`src/rtl/serial_subtractor_nbits.sv`:
```
// Bit-serial two's-complement subtractor: one full-subtractor cell plus a borrow
// register produce a - b LSB first, with a start/busy/done handshake.
module serial_subtractor_nbits #(
  parameter int width = 8
) (
  input  logic             clk_i,
  input  logic             rst_i,
  input  logic             start_i,
  input  logic [width-1:0] a_i,
  input  logic [width-1:0] b_i,
  output logic             busy_o,
  output logic             done_o,
  output logic [width-1:0] d_o,
  output logic             bout_o,
  output logic             ovf_o,
  output logic             zero_o
);

  localparam int CntW = $clog2(width + 1);
  localparam logic [CntW-1:0] LastCnt = CntW'(width - 1);

  typedef enum logic [1:0] {
    Idle,
    Shift,
    Done
  } state_e;

  state_e           state_q, state_d;
  logic [width-1:0] aShift_q, aShift_d;
  logic [width-1:0] bShift_q, bShift_d;
  logic [width-1:0] result_q, result_d;
  logic [CntW-1:0]  count_q, count_d;
  logic             borrow_q, borrow_d;
  logic             aMsb_q, aMsb_d;
  logic             bMsb_q, bMsb_d;
  logic             busy_q, busy_d;
  logic             done_q, done_d;
  logic [width-1:0] diff_q, diff_d;
  logic             bout_q, bout_d;
  logic             ovf_q, ovf_d;
  logic             zero_q, zero_d;

  logic             diffBit;
  logic             borrowNext;
  logic [width:0]   resultCat;

  // Full-subtractor cell on the current LSBs; resultCat[width:1] is the result
  // register with the new bit shifted in from the MSB side (works for width=1).
  assign diffBit    = aShift_q[0] ^ bShift_q[0] ^ borrow_q;
  assign borrowNext = (~aShift_q[0] & bShift_q[0]) |
                      (~(aShift_q[0] ^ bShift_q[0]) & borrow_q);
  assign resultCat  = {diffBit, result_q};

  always_comb begin
    state_d  = state_q;
    aShift_d = aShift_q;
    bShift_d = bShift_q;
    result_d = result_q;
    count_d  = count_q;
    borrow_d = borrow_q;
    aMsb_d   = aMsb_q;
    bMsb_d   = bMsb_q;
    busy_d   = busy_q;
    done_d   = 1'b0;
    diff_d   = diff_q;
    bout_d   = bout_q;
    ovf_d    = ovf_q;
    zero_d   = zero_q;

    unique case (state_q)
      Idle, Done: begin
        if (start_i) begin
          state_d  = Shift;
          aShift_d = a_i;
          bShift_d = b_i;
          aMsb_d   = a_i[width-1];
          bMsb_d   = b_i[width-1];
          result_d = '0;
          count_d  = '0;
          borrow_d = 1'b0;
          busy_d   = 1'b1;
        end else begin
          state_d = Idle;
          busy_d  = 1'b0;
        end
      end

      Shift: begin
        aShift_d = aShift_q >> 1;
        bShift_d = bShift_q >> 1;
        result_d = resultCat[width:1];
        borrow_d = borrowNext;
        count_d  = count_q + CntW'(1);
        // Published flags include the final bit, which is only available here.
        if (count_q == LastCnt) begin
          state_d = Done;
          busy_d  = 1'b0;
          done_d  = 1'b1;
          diff_d  = resultCat[width:1];
          bout_d  = borrowNext;
          ovf_d   = (aMsb_q ^ bMsb_q) & (diffBit ^ aMsb_q);
          zero_d  = (resultCat[width:1] == '0);
        end
      end

      default: begin
        state_d = Idle;
        busy_d  = 1'b0;
      end
    endcase
  end

  always_ff @(posedge clk_i or posedge rst_i) begin
    if (rst_i) begin
      state_q  <= Idle;
      aShift_q <= '0;
      bShift_q <= '0;
      result_q <= '0;
      count_q  <= '0;
      borrow_q <= 1'b0;
      aMsb_q   <= 1'b0;
      bMsb_q   <= 1'b0;
      busy_q   <= 1'b0;
      done_q   <= 1'b0;
      diff_q   <= '0;
      bout_q   <= 1'b0;
      ovf_q    <= 1'b0;
      zero_q   <= 1'b0;
    end else begin
      state_q  <= state_d;
      aShift_q <= aShift_d;
      bShift_q <= bShift_d;
      result_q <= result_d;
      count_q  <= count_d;
      borrow_q <= borrow_d;
      aMsb_q   <= aMsb_d;
      bMsb_q   <= bMsb_d;
      busy_q   <= busy_d;
      done_q   <= done_d;
      diff_q   <= diff_d;
      bout_q   <= bout_d;
      ovf_q    <= ovf_d;
      zero_q   <= zero_d;
    end
  end

  assign busy_o = busy_q;
  assign done_o = done_q;
  assign d_o    = diff_q;
  assign bout_o = bout_q;
  assign ovf_o  = ovf_q;
  assign zero_o = zero_q;

endmodule
```
`config.mk`:
```
export PLATFORM = sky130hd
export DESIGN_NAME = serial_subtractor_nbits
export DESIGN_NICKNAME = d
export VERILOG_FILES = /design/src/rtl/serial_subtractor_nbits.sv
export SDC_FILE = /design/constraint.sdc
export NUM_CORES = 1
export LEC_CHECK = 0
export CAP_MARGIN = 10
export CORE_MARGIN = 2
export CORE_UTILIZATION = 56
export DETAILED_ROUTE_END_ITERATION = 16
export GPL_TIMING_DRIVEN = 0
export PLACE_DENSITY = 0.91
export SLEW_MARGIN = 20
export SYNTH_ARGS = -nofsm -noshare
export SYNTH_HDL_FRONTEND = slang
export SYNTH_SLANG_ARGS = --single-unit
```
`constraint.sdc`:
```
create_clock -name clk_i -period 3.7 [get_ports clk_i]
set_clock_uncertainty 0.05 [all_clocks]
set_input_delay 0.74 -clock clk_i [delete_from_list [all_inputs] [get_ports clk_i]]
set_output_delay 0.74 -clock clk_i [all_outputs]
set_load 0.02 [all_outputs]
```
Yosys cells after proc, flatten, opt, wreduce, memory -nomap -nowiden:

Cells that the tools add are included.
W data, S select, Z words.

* add/subtract/negate cells: 1
* equality and inequality tests: 5
* multiplexer cells: 18
* bitwise operators: 10
* reductions and logical operators: 7

Operators by type and width (number)
* $pmux W8 S2: 3
* $mux W8: 3
* $logic_not A8 Y1: 1
* $pmux W4 S2: 1
* $mux W1: 6
* $reduce_and A2 Y1: 3
* $add A4 B1 Y4 const B: 1
* $eq A4 B3 Y1 const B: 1
* $mux W4: 1
* $ne A2 B2 Y1 const B: 2
* $pmux W1 S2: 2
* $pmux W2 S2: 1
* $xor A1 B1 Y1: 4
* $and A1 B1 Y1: 3
* $eq A2 B1 Y1 const B: 1
* $eq A2 B2 Y1 const B: 1
* $logic_not A2 Y1: 1
* $mux W2: 1
* $not A1 Y1: 2
* $reduce_bool A2 Y1: 1
* $reduce_or A2 Y1: 1
* $or A1 B1 Y1: 1

* bits in registers: 46
* input bits: 19
* output and inout bits: 13
* word-level logic and storage cells: 55

Depth between registers and ports, before layout:

Gate-level depths: netlist of the first run.

* word-level depth: 5
* mapped depth: 5
* gate-level depth less buffers: 5

Worst setup path before layout of the first run:

Ideal clock, no wire load.

* path kind: in2reg
* from: input port start_i
* to: register aMsb_q
* setup time: 0.128 ns
* arrival: 1.509 ns
* data required time: 3.522 ns
* path slack: 2.014 ns
* stages: 4
* path buffers: 2
* cell sequence: nor2b_1 -> buf_2 -> buf_2 -> mux2_1

* longest elaborated chain between the ends: 1

RTL lines
* start, declared: line 8 `input logic start_i,`
* $reduce_and A2 Y1 (no source line)
* end signal, assigned: line 136 `aMsb_q <= aMsb_d;`
* end, declared: line 34 `logic aMsb_q, aMsb_d;`

Every way passes these cells.
A chain may end at the register's enable or synchronous reset.

Worst setup path after layout of the first run:

* from: register bout_q (netlist: bout_o)
* to: output port bout_o

RTL lines
* start, declared: line 39 `logic bout_q, bout_d;`
* start signal, assigned: line 141 `bout_q <= bout_d;`
* end, declared: line 14 `output logic bout_o,`

No word-level cell between the ends.

==> results.py, run 1 <==
metrics = {
    "routing": {
        "drt-total-wl_um": 3480,
        "vias": 1252,
        "detail_route.iter0.violations": 90,
        "wl_per_cell_um": 15.6,
        "vias_per_cell": 5.61,
        "drc": 0,
        "ant_nets": 0,
        "drt_pass1_iterations": 4,
    },
    "critical_path": {
        "cpPeakStageDelay_ps": 620,
        "crit_cells": 1,
        "cp_cell_sequence": "clkdlybuf4s50_1",
        "crit_family": "buffers and inverters",
        "startpoint_type": "flop",
        "worst_ep_arrival_time_ps": 1360,
        "worstRegToRegCells": 5,
        "crit_type": "reg -> out",
        "end_kind": "primary output",
        "path_max_fanout": 2,
        "cp_num_buf_inv": 1,
        "critPathRequiredTime_ps": 2910,
        "rr_endpoint": "zero_o",
        "timing.rr.start": "bShift_q[0]",
        "slowest_stage": "clkdlybuf4s50_1",
        "rrSetupSlack_ps": 1950,
    },
    "flow_run": {
        "maxCapViolCount": 0,
    },
    "synth": {
        "synth_seq_cells": 45,
        "synth_area_leaders": "dfrtp_1 (58%), a22o_1 (9.9%), mux2_4 (6.9%)",
        "syn_inst": 138,
        "ys_warn_count": 0,
        "synth_top_area_share_pct": 57.9,
        "synth.distinct_cells": 31,
        "synthesis.area_sq_mm": 0.00195,
        "synth_fp_nets": 160,
        "syn_area_per_cell_sq_um": 14.1,
        "yosysSeqAreaShare_pct": 57.9,
        "synth_top_area_cell": "dfrtp_1",
    },
    "sta": {
        "setup_viol": 0,
        "drv_slew": 0,
        "worst_pin_slew_ps": 340,
        "fin_ws_ps": 1550,
        "fmax_mhz": 465,
        "layout_min_cycle_time_ps": 2150,
        "maxSlewHeadroom_pct": 77.3,
        "tns_ps": 0,
        "rsz0062_at_grt": "no",
        "post-route-period-util_pct": 58.1,
        "hold_viol_final": 0,
    },
    "pwr": {
        "p_comb_share_pct": 45.4,
        "power_switching_mw": 0.746,
        "clockPowerShare_pct": 13.7,
        "p_sw_share_pct": 35.4,
        "ir_drop_uv": 429,
        "seqPwrFrac_pct": 40.9,
        "power_density_mw_per_mm2": 877,
        "leakagePower_nw": 1.19,
        "intPower_mw": 1.36,
    },
    "floorplanning": {
        "rows": 21,
        "die_x_um": 62.9,
        "die_h_um": 62.9,
        "initial_core_util_pct": 58.3,
        "io_pins": 32,
        "coreArea_sq_mm": 0.00334,
        "die_area_sq_mm": 0.00396,
    },
    "global_route": {
        "antenna_found_initial": 0,
        "grt_pass1_vias": 1255,
        "grt_start_max_net_pins": 32,
        "grt_overflow_total": 0,
        "grt_use_total_pct": 20.0,
        "grt_pass1_wl_um": 6040,
    },
    "run_status": {
        "outcome": "finished clean",
    },
    "clocking": {
        "cts_hold_buf": 0,
        "cts_max_level": 2,
        "clock_latency_ps": 350,
        "cts_resized": 0,
        "cts_root_buf": "clkbuf_4",
        "cts_buffers": 5,
        "clkSlewWorstSetupHoldPaths_ps": 130,
        "clock_sinks": 45,
        "cts_setup_buffers": 0,
        "clockBufferDepth": 2,
        "cts_tree": "done",
    },
    "placed_design": {
        "place_area_sq_mm": 0.00233,
        "placed_cells": 216,
        "pre_cts_slack_ps": 1400,
        "numPortBuffers": 31,
        "hpwl_um": 2620,
        "gp_congestion": 0.841,
    },
    "layout": {
        "area_delta_synth_final_pct": 23.7,
        "finalNetCount": 199,
        "layoutNonFillerInstCount": 223,
        "fin_area_sq_mm": 0.00241,
        "final_layout_size_suffix_gt1_share_pct": 17.5,
        "num-fill-cells": 235,
        "multi_input_area_sq_um": 744,
        "utilization_pct": 72.1,
        "n_antenna_cell": 0,
        "regArea_sq_mm": 0.00113,
    },
    "hold_path": {
        "hp-class": "reg -> reg",
        "min_to": "count_q[3]",
        "min_from": "count_q[3]",
        "min_path_cells": 1,
    },
}
## cells in the mapped netlist
cell type / number
a31o_1: 1
fa_1: 2
dfrtp_1: 45
inv_1: 4
xnor2_1: 1
nor2_2: 1
nor2b_1: 2
nand2b_1: 3
nor4_1: 2
o21ai_1: 2
nand3b_4: 1
nand3b_1: 1
mux2_1: 2
o2bb2ai_1: 2
buf_6: 2
o21ai_0: 1
nand2_1: 1
nor2_8: 1
a22o_1: 22
nor3_1: 2
buf_2: 6
nor2_1: 2
nand4_1: 1
a21o_1: 13
buf_4: 1
mux2_4: 9
ha_1: 1
nor2b_4: 1
a221o_1: 2
mux2i_1: 2
o31ai_1: 2
## flip-flops by register name, indices dropped and copies added, names as in the netlist
register,count
done_o,1
bMsb_q,1
d_o,8
zero_o,1
busy_o,1
aMsb_q,1
bout_o,1
state_q,2
ovf_o,1
aShift_q,8
borrow_q,1
result_q,7
count_q,4
bShift_q,8
## power groups by stage
stage	Clock, mW	Combinational (mW)	Sequential (mW)
after global routing	0.317	1.04	0.893
after detailed placement	0	0.963	0.874
after global placement	0	0.916	0.857
after CTS	0.297	0.967	0.863
after floorplan	0	0.622	0.909
final	0.289	0.958	0.862
## worst max-delay path by stage
| stage | start | to |
|---|---|---|
| 2_1_floorplan | rst_i | aMsb_q |
| 3_3_place_gp | rst_i | bShift_q[3] |
| 3_5_place_dp | start_i | count_q[2] |
| 4_1_cts | bout_o | bout_o |
| 5_1_grt | d_o[1] | d_o[1] |
| 6_report | bout_o | bout_o |
## placed cells by master, fill, tap and decap left out, drive strengths merged, types with 3 or more instances in the layout
cell,netlist,layout
a21o,13,13
a22o,22,22
buf,9,10
clkbuf,0,5
clkdlybuf4s50,0,31
dfrtp,45,45
inv,4,4
mux2,11,11
nand2b,3,3
nor2,4,4
nor2b,3,3
o21ai,3,3
## through the flow
step                total power [mW]  hold WS, ps
finish                          2.11          437
global route                    2.25          463
CTS                             2.13          440
detailed placement              1.84          417
global placement                1.77          411
floorplan                       1.53          397
## area by class of cell
class | count | share of cell area, %
Sequential cell | 45 | 46.8
Multi-Input combinational cell | 80 | 30.9
Timing Repair Buffer | 32 | 13.7
Buffer | 9 | 2.50
Tap cell | 46 | 2.39
Clock buffer | 5 | 1.56
Clock inverter | 2 | 1.46
Inverter | 4 | 0.624
## per-layer routing
metal / track usage, % / routed length [um]
met4: 9.17 / 54
met1: 25.8 / 1510
met3: 5.59 / 182
met5: 0 / 0
met2: 31.5 / 1740
## kinds of logic after synthesis
group / share of synthesized area (%)
multiplexers: 9.13
adder cells (fa/ha/maj): 2.70
AND/OR/NAND/NOR: 7.14
XOR/XNOR: 0.450
AO/OA/AOI/OAI: 18.8
flip-flops: 57.9
buffers and inverters: 3.86
(Power assumes the default switching activity.)
==> run 2: changes to the inputs <==
CORE_UTILIZATION = 52   (was 56)
PLACE_DENSITY = 0.86   (was 0.91)
clock period = 2.1 ns   (was 3.7 ns; I/O delays follow)
==> run 2 against run 1 <==
  * Die area grew 7.2%
  * Register-to-register slack worse by 1500 ps
  * Via count down 0.64%
  * Sequential power up 76%
  * Worst hold slack lost 6.7 ps
  * Flip-flop and latch count did not move
==> results.py, run 2 (same netlist as run 1, synthesis figures left out) <==
metrics = {
    "floorplanning": {
        "rows": 22,
        "coreArea_sq_mm": 0.00363,
        "io_pins": 32,
        "die_area_sq_mm": 0.00425,
        "die_h_um": 65.2,
        "initial_core_util_pct": 53.5,
        "die_x_um": 65.2,
    },
    "routing": {
        "wl_per_cell_um": 15.6,
        "detail_route.iter0.violations": 48,
        "vias_per_cell": 5.53,
        "drt_pass1_iterations": 4,
        "drc": 0,
        "drt-total-wl_um": 3510,
        "ant_nets": 0,
        "vias": 1244,
    },
    "placed_design": {
        "hpwl_um": 2650,
        "placed_cells": 218,
        "pre_cts_slack_ps": 96.7,
        "place_area_sq_mm": 0.00234,
        "numPortBuffers": 31,
        "gp_congestion": 0.753,
    },
    "sta": {
        "hold_ws_ps": 430,
        "post-route-period-util_pct": 82.3,
        "layout_min_cycle_time_ps": 1730,
        "tns_ps": 0,
        "setup_viol": 0,
        "maxSlewHeadroom_pct": 63.7,
        "drv_slew": 0,
        "fmax_mhz": 579,
        "rsz0062_at_grt": "no",
        "fin_ws_ps": 373,
        "worst_pin_slew_ps": 543,
        "hold_viol_final": 0,
    },
    "global_route": {
        "grt_pass1_vias": 1314,
        "grt_start_max_net_pins": 26,
        "antenna_found_initial": 0,
        "grt_pass1_wl_um": 6130,
        "grt_use_total_pct": 19.5,
        "grt_overflow_total": 0,
    },
    "run_status": {
        "outcome": "finished clean",
    },
    "critical_path": {
        "crit_type": "reg -> out",
        "end_kind": "primary output",
        "slowest_stage": "clkdlybuf4s50_1",
        "cpPeakStageDelay_ps": 600,
        "cp_cell_sequence": "clkdlybuf4s50_1",
        "critPathRequiredTime_ps": 1630,
        "worst_ep_arrival_time_ps": 1260,
        "startpoint_type": "flop",
        "path_max_fanout": 2,
        "crit_family": "buffers and inverters",
        "rrSetupSlack_ps": 420,
        "cp_num_buf_inv": 1,
    },
    "layout": {
        "layout_common_cells": "dfrtp_1 (45), clkdlybuf4s50_1 (31), a22o_1 (22)",
        "final_common_cell": "dfrtp_1",
        "finalNetCount": 199,
        "n_antenna_cell": 0,
        "layoutNonFillerInstCount": 225,
        "fin_area_sq_mm": 0.00243,
        "area_delta_synth_final_pct": 24.9,
        "final_layout_size_suffix_gt1_share_pct": 16.9,
    },
    "clocking": {
        "clock_sinks": 45,
        "cts_tree": "done",
        "cts_max_level": 2,
        "cts_hold_buf": 0,
        "cts_setup_buffers": 0,
        "clockBufferDepth": 2,
        "cts_root_buf": "clkbuf_8",
        "cts_resized": 0,
        "clock_latency_ps": 290,
        "clkSlewWorstSetupHoldPaths_ps": 80,
        "cts_buffers": 5,
    },
    "pwr": {
        "ir_drop_uv": 796,
        "leakagePower_nw": 1.19,
        "power_density_mw_per_mm2": 1530,
    },
    "hold_path": {
        "hp-class": "reg -> reg",
    },
    "flow_run": {
        "maxCapViolCount": 0,
    },
}
## run 2: changes by cell type in the layout (fill, tap and decap cells not counted), sizes merged
cell,previous run,this run
clkbuf,5,7
clkinv,1,0
bufinv,1,0
## run 2: through the flow
step | util [%] | total power [mW]
final | 66.9 | 3.73
after global routing | 66.9 | 4.00
after CTS | 66.9 | 3.77
after detailed placement | 64.5 | 3.23
after global placement | 63.7 | 3.13
after floorplan | - | 2.70
## run 2: layout make-up
class	count	area, sq um
Multi-Input combinational cell	80	744
Fill cell	298	1200
Timing Repair Buffer	32	338
Buffer	9	60.1
Inverter	4	15.0
Clock buffer	7	86.3
Sequential cell	45	1130
Tap cell	48	60.1
## run 2: path summary, 6_finish.rpt
path,start,end,depth (start not counted)
setup / recovery,bout_o,bout_o,1
hold / removal,bShift_q[1],bShift_q[1],1
setup reg to reg,bShift_q[0],zero_o,5
hold reg to reg,bShift_q[1],bShift_q[1],1
max in group asynchronous,rst_i,count_q[3],3
min in group asynchronous,rst_i,aShift_q[1],2
## run 2: layer usage
| layer | global-route usage, % | vias to the layer above | part of all wire, % |
|---|---|---|---|
| li1 | - | 583 | - |
| met2 | 32.9 | 36 | 52 |
| met3 | 6.16 | 7 | 5.3 |
| met5 | 0 | - | 0 |
| met1 | 24.0 | 618 | 41 |
| met4 | 5.73 | 0 | 1.7 |
## run 2: report_power, final
part | switching [mW] | internal [mW]
registers | 0.272 | 1.25
logic | 0.771 | 0.909
clock network | 0.262 | 0.261
total | 1.30 | 2.42
==> run 3: changes to the inputs <==
clock period = 1.6 ns   (was 2.1 ns; I/O delays follow)
==> run 3 against run 2 <==
  * Non-clock buffer count up 5
  * Combinational power is 31% higher
  * Utilization grew 1.3 points
  * Final area rose by 2.0%
==> results.py, run 3 (same netlist as run 1, synthesis figures left out) <==
metrics = {
    "critical_path": {
        "critPathRequiredTime_ps": 1720,
        "crit_type": "in -> reg",
        "cp_cell_sequence": "clkdlybuf4s50_1, nor2b_1, buf_2, clkbuf_4, nor3_1, a221o_1",
        "slowest_stage": "clkdlybuf4s50_1",
        "startpoint_type": "input port",
        "worstRegToRegCells": 4,
        "crit_family": "buffers and inverters",
        "end_kind": "flop",
        "cpPeakStageDelay_ps": 450,
        "path_max_fanout": 10,
        "cp_num_buf_inv": 3,
        "crit_cells": 6,
        "worst_ep_arrival_time_ps": 1690,
    },
    "pwr": {
        "leakagePower_nw": 1.27,
        "power_density_mw_per_mm2": 1970,
        "power_mw": 4.89,
        "ir_drop_uv": 1070,
    },
    "layout": {
        "utilization_pct": 68.2,
        "n_antenna_cell": 0,
        "final_layout_size_suffix_gt1_share_pct": 21.9,
        "layout_common_cells": "dfrtp_1 (45), a22o_1 (22), clkdlybuf4s50_1 (18)",
        "fin_area_sq_mm": 0.00248,
        "finalNetCount": 205,
        "area_delta_synth_final_pct": 27.4,
        "final_common_cell": "dfrtp_1",
    },
    "floorplanning": {
        "die_x_um": 65.2,
        "die_area_sq_mm": 0.00425,
        "io_pins": 32,
        "die_h_um": 65.2,
        "coreArea_sq_mm": 0.00363,
        "initial_core_util_pct": 53.5,
        "rows": 22,
    },
    "routing": {
        "drc": 0,
        "drt-total-wl_um": 3610,
        "ant_nets": 0,
        "drt_pass1_iterations": 4,
        "vias_per_cell": 5.58,
        "vias": 1290,
        "wl_per_cell_um": 15.6,
        "detail_route.iter0.violations": 53,
    },
    "clocking": {
        "cts_root_buf": "clkbuf_8",
        "cts_max_level": 2,
        "clockBufferDepth": 2,
        "clkSlewWorstSetupHoldPaths_ps": 80,
        "clock_sinks": 45,
        "cts_hold_buf": 0,
        "cts_buffers": 5,
        "clock_latency_ps": 290,
        "cts_tree": "done",
    },
    "sta": {
        "rsz0062_at_grt": "yes",
        "worst_pin_slew_ps": 539,
        "layout_min_cycle_time_ps": 1570,
        "fmax_mhz": 638,
        "post-route-period-util_pct": 97.9,
        "hold_viol_final": 0,
        "setup_viol": 0,
        "drv_slew": 0,
        "maxSlewHeadroom_pct": 64.0,
        "hold_ws_ps": 345,
    },
    "placed_design": {
        "place_area_sq_mm": 0.00234,
        "gp_congestion": 0.753,
        "numPortBuffers": 31,
        "hpwl_um": 2650,
    },
    "run_status": {
        "outcome": "finished clean",
    },
    "global_route": {
        "grt_pass1_vias": 1314,
        "grt_start_max_net_pins": 26,
        "grt_pass1_wl_um": 6130,
        "antenna_found_initial": 0,
        "grt_overflow_total": 0,
        "grt_use_total_pct": 19.5,
    },
    "flow_run": {
        "maxCapViolCount": 0,
    },
    "hold_path": {
        "hp-class": "in -> async",
    },
}
## run 3: changes by cell type in the layout (fill, tap and decap cells not counted), moves of 2 or more
cell,before,now
buf_2,6,4
buf_4,1,7
clkdlybuf4s50_1,31,18
dlygate4sd2_1,0,12
inv_1,3,1
inv_2,1,3
## run 3: metal layers
metal	GRT usage [%]	part of all wire, %
met4	5.73	1.9
met1	24.0	40
met3	6.16	5.6
met2	32.9	53
met5	0	0
## run 3: path summary, 6_finish.rpt
kind                                to  slack, ps         from
setup / recovery           aShift_q[0]         30      start_i
max in group asynchronous   count_q[3]        670        rst_i
hold / removal             aShift_q[1]        340        rst_i
hold reg to reg            bShift_q[1]        430  bShift_q[1]
setup reg to reg                 ovf_o         50  bShift_q[0]
min in group clk_i         bShift_q[1]        430  bShift_q[1]
## run 3: what timing repair did
item | in CTS | in global routing
setup buffers | 0 | 5
gates resized for setup | 12 | 8
setup endpoints to repair | 13 | 16
pin swaps | 1 | 4
gates cloned | 0 | 1
## run 3: worst register-to-register path, cell delays in order, from the launching register on
cell and delay [ps]:
dfrtp_1 420, fa_1 530, nand3b_1 100, o21ai_0 80, mux2_4 260
## run 3: where the power goes
group,internal [mW],switching (mW)
logic,1.15,1.05
clock network,0.342,0.347
registers,1.64,0.356
## run 3: area by class of cell
class / count / area [sq um]
Multi-Input combinational cell: 81 / 763
Tap cell: 48 / 60.1
Fill cell: 297 / 1150
Sequential cell: 45 / 1130
Buffer: 9 / 65.1
Clock buffer: 7 / 86.3
Timing Repair Buffer: 37 / 363
Inverter: 4 / 15.0
## run 3: per-stage QoR
step                      setup slack [ps]  TNS, ps  instances
after floorplan                       65.9        0        138
after global placement                -604   -30870        217
after detailed placement              -303    -4980        218
after CTS                             3.63        0        225
after global routing                 -29.6    -31.1        231
final                                 33.4        0        231
